**src/rtl/tile_pkg.sv**
```systemverilog
// Shared definitions for the tile matching game: sequencer states, board size,
// and the power-on colour layout that the colour RAM reloads on reset.
package tile_pkg;

    localparam int NUM_TILES = 16;
    localparam int IDX_W = $clog2(NUM_TILES);
    localparam logic [7:0] MATCH_COLOR_DEFAULT = 8'hFF;

    typedef enum logic [3:0] {
        INIT, IDLE1, RD1, CAP1, IDLE2, RD2, CAP2, CMP, WR1, WR2, WREND, HOLD, DONE
    } state_t;

    // Every colour appears on exactly two tiles and none equals MATCH_COLOR.
    function automatic logic [7:0] init_color(input logic [IDX_W-1:0] idx);
        logic [7:0] color;
        case (idx)
            4'd0, 4'd4:   color = 8'h3C;
            4'd1, 4'd5:   color = 8'hC8;
            4'd2, 4'd3:   color = 8'hE0;
            4'd6, 4'd7:   color = 8'h1F;
            4'd8, 4'd9:   color = 8'hA5;
            4'd10, 4'd11: color = 8'h07;
            4'd12, 4'd13: color = 8'h5A;
            default:      color = 8'hF0;
        endcase
        return color;
    endfunction

endpackage

```
**src/rtl/hold_timer.sv**
```systemverilog
// Loadable down-counter that times how long a mismatched pair stays face-up.
module hold_timer #(
    parameter logic [23:0] SHOW_TICKS = 24'd12_500_000
) (
    input  logic clk,
    input  logic rst,
    input  logic load,
    input  logic enable,
    output logic expired
);

    localparam int W = $clog2(SHOW_TICKS + 1);

    logic [W-1:0] count;

    always_ff @(posedge clk or posedge rst) begin
        if (rst) begin
            count <= '0;
        end else if (load) begin
            count <= SHOW_TICKS[W-1:0];
        end else if (enable && count != '0) begin
            count <= count - W'(1);
        end
    end

    // Flags the tick that takes the count to zero, so a load of N gives N enabled cycles.
    assign expired = (count <= W'(1));

endmodule

```
**src/rtl/tile_match_ctrl.sv**
```systemverilog
// Game sequencer: reads two selected tiles from the colour RAM, compares them,
// marks and overwrites matches, and hides mismatched pairs after a delay.
module tile_match_ctrl
    import tile_pkg::*;
#(
    parameter logic [23:0] SHOW_TICKS  = 24'd12_500_000,
    parameter logic [4:0]  INIT_WAIT   = 5'd18,
    parameter logic [7:0]  MATCH_COLOR = MATCH_COLOR_DEFAULT,
    parameter logic [3:0]  NUM_PAIRS   = 4'd8
) (
    input  logic                 gameClk,
    input  logic                 resetn,
    input  logic                 sel,
    input  logic [IDX_W-1:0]     cursor,
    output logic [IDX_W-1:0]     ramAddr,
    output logic [7:0]           ramWrite,
    output logic                 ramWe,
    input  logic [7:0]           ramRead,
    output logic [NUM_TILES-1:0] revealed,
    output logic [NUM_TILES-1:0] matched,
    output logic [3:0]           pairs,
    output logic [7:0]           moves,
    output logic                 gameOver,
    output logic                 busy
);

    state_t state, state_next;

    logic [4:0]       init_count;
    logic [IDX_W-1:0] idx1, idx2;
    logic [7:0]       col1, col2;
    logic             accept;
    logic             take1, take2, cap1, cap2, wr1, wr2, wrend, hide;
    logic             timer_load, timer_en, timer_expired;

    assign accept = sel && !revealed[cursor];

    hold_timer #(
        .SHOW_TICKS(SHOW_TICKS)
    ) u_hold_timer (
        .clk    (gameClk),
        .rst    (resetn),
        .load   (timer_load),
        .enable (timer_en),
        .expired(timer_expired)
    );

    always_ff @(posedge gameClk or posedge resetn) begin
        if (resetn) begin
            state <= INIT;
        end else begin
            state <= state_next;
        end
    end

    always_comb begin
        state_next = state;
        take1      = 1'b0;
        take2      = 1'b0;
        cap1       = 1'b0;
        cap2       = 1'b0;
        wr1        = 1'b0;
        wr2        = 1'b0;
        wrend      = 1'b0;
        hide       = 1'b0;
        timer_load = 1'b0;
        timer_en   = 1'b0;
        case (state)
            INIT:  if (init_count == INIT_WAIT - 5'd1) state_next = IDLE1;
            IDLE1: if (accept) begin take1 = 1'b1; state_next = RD1; end
            RD1:   state_next = CAP1;
            CAP1:  begin cap1 = 1'b1; state_next = IDLE2; end
            IDLE2: if (accept) begin take2 = 1'b1; state_next = RD2; end
            RD2:   state_next = CAP2;
            CAP2:  begin cap2 = 1'b1; state_next = CMP; end
            CMP: begin
                if (col1 == col2) begin
                    state_next = WR1;
                end else begin
                    timer_load = 1'b1;
                    state_next = HOLD;
                end
            end
            WR1:   begin wr1 = 1'b1; state_next = WR2; end
            WR2:   begin wr2 = 1'b1; state_next = WREND; end
            WREND: begin
                wrend      = 1'b1;
                state_next = (pairs + 4'd1 == NUM_PAIRS) ? DONE : IDLE1;
            end
            HOLD: begin
                timer_en = 1'b1;
                if (timer_expired) begin
                    hide       = 1'b1;
                    state_next = IDLE1;
                end
            end
            DONE:    state_next = DONE;
            default: state_next = INIT;
        endcase
    end

    // Datapath registers; the FSM strobes above decide which of them move each cycle.
    always_ff @(posedge gameClk or posedge resetn) begin
        if (resetn) begin
            init_count <= '0;
            idx1       <= '0;
            idx2       <= '0;
            col1       <= '0;
            col2       <= '0;
            ramAddr    <= '0;
            ramWrite   <= '0;
            ramWe      <= 1'b0;
            revealed   <= '0;
            matched    <= '0;
            pairs      <= '0;
            moves      <= '0;
        end else begin
            if (state == INIT) init_count <= init_count + 5'd1;
            if (take1) begin
                idx1    <= cursor;
                ramAddr <= cursor;
            end
            if (take2) begin
                idx2    <= cursor;
                ramAddr <= cursor;
            end
            if (cap1) begin
                col1           <= ramRead;
                revealed[idx1] <= 1'b1;
            end
            if (cap2) begin
                col2           <= ramRead;
                revealed[idx2] <= 1'b1;
                if (moves != 8'hFF) moves <= moves + 8'd1;
            end
            if (wr1) begin
                ramAddr       <= idx1;
                ramWrite      <= MATCH_COLOR;
                ramWe         <= 1'b1;
                matched[idx1] <= 1'b1;
                matched[idx2] <= 1'b1;
            end
            if (wr2) ramAddr <= idx2;
            if (wrend) begin
                ramWe <= 1'b0;
                pairs <= pairs + 4'd1;
            end
            if (hide) begin
                revealed[idx1] <= 1'b0;
                revealed[idx2] <= 1'b0;
            end
        end
    end

    assign gameOver = (pairs == NUM_PAIRS);
    assign busy     = (state != IDLE1) && (state != IDLE2);

endmodule

```
**config.mk**
```make
export PLATFORM = sky130hd
export DESIGN_NAME = tile_match_ctrl
export DESIGN_NICKNAME = d
export VERILOG_FILES = /design/src/rtl/tile_pkg.sv /design/src/rtl/hold_timer.sv /design/src/rtl/tile_match_ctrl.sv
export SDC_FILE = /design/constraint.sdc
export NUM_CORES = 1
export LEC_CHECK = 0
export ABC_AREA = 1
export CORE_MARGIN = 2
export CORE_UTILIZATION = 52
export CTS_CLUSTER_SIZE = 30
export DETAILED_ROUTE_END_ITERATION = 8
export GPL_TIMING_DRIVEN = 0
export PLACE_DENSITY = 0.86
export SETUP_SLACK_MARGIN = 0.2
export SLEW_MARGIN = 10
export SYNTH_ARGS = -nofsm -noshare
export SYNTH_HDL_FRONTEND = slang
export SYNTH_SLANG_ARGS = --single-unit
```
**constraint.sdc**
```tcl
create_clock -name gameClk -period 3.85 [get_ports gameClk]
set_clock_uncertainty 0.1 [all_clocks]
set_input_delay 0.385 -clock gameClk [delete_from_list [all_inputs] [get_ports gameClk]]
set_output_delay 0.385 -clock gameClk [all_outputs]
set_load 0.02 [all_outputs]
```
### Yosys cells after proc, flatten, opt, wreduce, memory -nomap -nowiden

Cells that the tools add are included.

* equality and inequality tests: 23
* bitwise gates (word level): 8
* magnitude comparators: 6
* muxes and demuxes: 37
* reduce and logical (&&, ||, !) cells: 13
* add/subtract/negate cells: 4

Operator list (number)
* $or A16 B16 Y16: 4
* $pmux W4 S13: 1
* $mux W16: 3
* $mux W24: 2
* $mux W4: 9
* $and A16 B16 Y16: 2
* $not A16 Y16: 2
* $eq A4 B4 Y1 const B: 7
* $le A24 B1 Y1 const B: 1
* $reduce_bool A24 Y1: 1
* $sub A24 B1 Y24 const B: 1
* $mux W1: 18
* $eq A4 B3 Y1 const B: 4
* $lt A4 B5 Y1 const B: 3
* $add A8 B1 Y8 const B: 1
* $demux W1 S4: 2
* $eq A4 B2 Y1 const B: 2
* $eq A8 B8 Y1: 1
* $ge A4 B1 Y1 const B: 2
* $ne A2 B2 Y1 const B: 4
* $ne A8 B8 Y1 const B: 1
* $add A5 B1 Y5 const B: 1
* $eq A5 B5 Y1 const B: 1
* $logic_and A1 B1 Y1: 5
* other kinds (12): 13

* input bits: 15
* register bits: 107
* word-level logic and storage cells: 105
* output and inout port bits: 59

### Depth between registers and ports, before layout

* depth after elaboration: 11
* depth in mapped cells: 11
* mapped depth without buffers: 11

### Modules after synthesis

From an unflattened synthesis, not the netlist that was laid out.

* cells, all modules: 806
* area, all modules: 6037.0 sq um

By module, submodules not included
* tile_match_ctrl: seq. area each 2077.0 sq um, area each 4327.9 sq um, cells each 549, instances 1
* hold_timer: seq. area each 600.6 sq um, area each 1709.1 sq um, cells each 257, instances 1

### Worst setup path after synthesis

OpenSTA, ideal clock, no wires.

* kind: register -> register
* start point: reg u_hold_timer.count[0]
* end point: reg u_hold_timer.count[8]
* arrival time: 1.481 ns
* stages on the path, launching flop included: 11
* slack: 2.147 ns
* path through: dfrtp_1 > inv_1 > ha_1 > inv_1 > nor2_2 > inv_1 > nor2_1 > inv_1 > nor2_1 > xor2_1 > nor2_1

* longest elaborated chain between the ends: 3

RTL lines
* start: declaration: RTL line hold_timer.sv:14 `logic [W-1:0] count;`
* start signal: assignment: RTL line hold_timer.sv:20 `count <= SHOW_TICKS[W-1:0];`
* start signal: assignment: RTL line hold_timer.sv:22 `count <= count - W'(1);`
* $sub A24 B1 Y24 or $reduce_bool A24 Y1 (tied branches): RTL line hold_timer.sv:22, hold_timer.sv:21
* $mux W24 or $logic_and A1 B1 Y1 (tied branches): RTL line hold_timer.sv:21 `end else if (enable && count != '0) begin`
* $mux W24 or $reduce_bool A2 Y1 (tied branches)

Several ways; a longest one is shown, not always the timed one. The select of a mux whose other input is x is not followed.
A chain may end at the register's enable or synchronous reset.

### Worst setup path in the final report

* start point: reg state[1]
* end point: out busy

* longest elaborated chain between the ends: 2

RTL lines
* start: declaration: RTL line tile_match_ctrl.sv:27 `state_t state, state_next;`
* start signal: assignment: RTL line tile_match_ctrl.sv:52 `state <= state_next;`
* $ne A4 B1 Y1 or $ne A4 B3 Y1 (tied branches): RTL line tile_match_ctrl.sv:156 `assign busy = (state != IDLE1) && (state != IDLE2);`
* $logic_and A1 B1 Y1 (*): RTL line tile_match_ctrl.sv:156
* end: declaration: RTL line tile_match_ctrl.sv:24 `output logic busy`

Mark *: on every way between the ends. The rest lies on a longest branch, timed or not.

==> impl_metrics.py <==
metrics = {
    "placed_design": {
        "placement.io_buffers": 72,
        "pre_cts_slack_ns": 1.624,
        "gp_congestion": 0.9909,
        "dp_hpwl_mm": 10.12,
    },
    "clock_network": {
        "holdBufCountCts": 0,
        "cts-root-buf": "clkbuf_8",
        "clock-sinks": 107,
        "cts_made_buffers": 9,
        "postCtsSetupBuffers": 0,
        "clkTransAtPathRegs_ns": 0.11,
        "clockBufferDepth": 2,
        "clk_latency_ns": 0.40,
        "htree_levels": 3,
        "cts_tree": "done",
        "post_cts_resized": 0,
    },
    "cells_and_area": {
        "regArea_um2": 2678,
        "num_antenna_cells": 0,
        "nFillCells": 936,
        "nets": 845,
        "drive_gt1_frac": 0.08354,
        "multi_input_area_um2": 2610,
        "area_delta_synth_final_pct": 19.60,
    },
    "outcome": {
        "status": "complete, no violations",
    },
    "pwr": {
        "ir_worst_vdd_mv": 0.4232,
        "p_leak_uw": 0.003222,
        "totalPowerFinal_uw": 5321,
        "p_per_area_nw_per_um2": 769.2,
    },
    "die": {
        "dieArea_um2": 11980,
        "pin_count": 74,
        "coreArea_um2": 10840,
        "fp.dieW_um": 109.5,
        "die_y_um": 109.5,
        "start_util": 0.5336,
        "rows": 38,
    },
    "critical_path": {
        "cp_data_arrival_time_ns": 2.08,
        "worstPathRequired_ns": 3.37,
        "r2r_slack_ns": 1.82,
        "path_class": "reg -> out",
        "worst_setup_path_start_kind": "flip-flop",
        "crit_fanout": 5,
        "critPathCaptureType": "output port",
    },
    "synthesis": {
        "synth.distinct_cells": 38,
        "synth_area_per_cell_um2": 7.838,
        "syn_inst": 738,
        "ys_seq_elements": 107,
        "yosysWarnings": 0,
        "synth_seq_area_share": 0.4629,
        "syn-cell-area_um2": 5784,
        "synth_fp_nets": 761,
    },
    "timing": {
        "worstMarginPinSlew_ns": 0.5515,
        "fin_crit_sh": 0.6663,
        "rsz0062_at_grt": "no",
        "worst_slack_ns": 1.285,
        "slew_viol_final": 0,
        "final_hold_viol_count": 0,
        "slew_headroom": 0.6323,
        "finalSetupViolations": 0,
        "max_freq_ghz": 0.3898,
        "tns_ns": 0,
        "post-route-min-period_ns": 2.565,
    },
    "route": {
        "drt_iter0_drc": 295,
        "dr.pass1.iters": 5,
        "final_antenna_net_count": 0,
        "vias": 5144,
        "routed_wirelength_mm": 13.65,
        "avgRoutedWirePerCell_um": 14.13,
        "drc": 0,
        "routed_via_density": 5.325,
    },
    "grt": {
        "overflow": 0,
        "antenna_found_initial": 0,
        "grt_pass1_vias": 4877,
        "use_met1": 0.3141,
        "use_met3": 0.05335,
        "met2_usage": 0.3995,
        "grt_pass1_wl_mm": 22.65,
        "grt.busiest_layer": "met2",
        "grt_max_degree": 57,
        "grt_util_all_layers": 0.2431,
    },
    "run": {
        "maxCapViolCount": 0,
    },
    "min_path": {
        "hold_path_class": "in -> reg",
    },
}
==> final timing paths <==
check,startpoint,depth (start not counted),endpoint
worst max-delay path,state[1]$_DFFE_PP0P_,5,busy
worst min register to register,matched[3]$_DFFE_PP0P_,1,matched[3]$_DFFE_PP0P_
worst min-delay path,cursor[1],3,idx1[1]$_DFFE_PP0P_
worst max register to register,u_hold_timer.count[19]$_DFFE_PP0P_,9,revealed[11]$_DFF_PP0_
max in group asynchronous,resetn,3,revealed[8]$_DFF_PP0_
min in group asynchronous,resetn,2,u_hold_timer.count[11]$_DFFE_PP0P_
==> per-stage QoR <==
step / instance area, um2 / std cells / utilization / hold slack, ns
2_1_floorplan: 5784 / 738 / - / 0.3451
3_3_place_gp: 6680 / 950 / 0.6162 / 0.3550
3_5_place_dp: 6713 / 951 / 0.6192 / 0.3610
5_1_grt: 6918 / 966 / 0.6382 / 0.2301
4_1_cts: 6918 / 966 / 0.6382 / 0.2061
6_report: 6918 / 966 / 0.6382 / 0.2172
==> critical path, cell delays in order (launching register included) <==
cell             delay, ns
dfrtp_1               0.48
nor2_1                0.28
nand2_1               0.16
nand2_1               0.18
inv_1                 0.06
clkdlybuf4s50_1       0.53
==> synthesized netlist by cell type (all sizes together) <==
cell type | n | area, um2
a21oi | 14 | 70.07
or2 | 5 | 31.28
o31ai | 1 | 7.510
nor4 | 1 | 6.260
a21o | 2 | 15.01
nor3 | 3 | 26.28
o221ai | 1 | 8.760
xor2 | 13 | 113.9
o21bai | 15 | 112.6
a211oi | 1 | 7.510
dfrtp | 107 | 2678
inv | 100 | 377.9
buf | 15 | 107.6
nand3b | 1 | 7.510
o22ai | 4 | 25.02
nand4 | 10 | 62.56
a221oi | 13 | 113.9
o21ai | 46 | 230.2
nor2 | 154 | 661.9
xnor2 | 12 | 105.1
a31oi | 2 | 12.51
clkinv | 1 | 3.750
nand3 | 60 | 310.3
nand2 | 147 | 581.8
ha | 8 | 100.1
clkbuf | 2 | 7.510
==> where the power goes <==
part	internal, uW	switching, uW
Clock	327	404
Sequential	1590	429
Combinational	1050	1520
Total	2970	2350
==> logic make-up after synthesis <==
logic type                 after synthesis  synth area share
DFF                                    107            0.4629
xor gates and xnor gates                25           0.03785
and+or+nand+nor                        381            0.2918
AOI/OAI and AO/OA                       99            0.1043
adders and majority gates                8           0.01731
buffers and inverters                  118           0.08588
==> flip-flops by register name, indices dropped and copies added, names as in the netlist <==
signal,cells
ramAddr,4
idx2,4
state,4
init_count,5
ramWe,1
pairs,4
revealed,16
col2,8
idx1,4
u_hold_timer.count,24
ramWrite,1
matched,16
moves,8
col1,8
==> metal layers <==
layer	share of wire	routed length, um
met5	0	0
met1	0.43	5853
met2	0.48	6606
met4	0.025	336
met3	0.062	850
==> area by class of cell <==
cell class | count | share of cell area
flip-flops and latches | 107 | 0.3871
multi-input cells | 513 | 0.3773
repair buffers | 73 | 0.1082
inverters | 101 | 0.05589
well taps | 140 | 0.02532
clock buffers | 10 | 0.01990
plain buffers | 17 | 0.01664
clock inverters | 5 | 0.009767
==> cell usage in the layout, fill, tap and decap left out, drive strengths merged, types with 3 or more instances in the layout <==
cell / instances
nor2: 154
nand2: 147
dfrtp: 107
inv: 104
clkdlybuf4s50: 72
nand3: 60
o21ai: 46
buf: 16
o21bai: 15
a21oi: 14
xor2: 13
a221oi: 13
xnor2: 12
clkbuf: 12
nand4: 10
ha: 8
or2: 5
o22ai: 4
nor3: 3
Note: power is estimated with default switching activity, not from simulation.
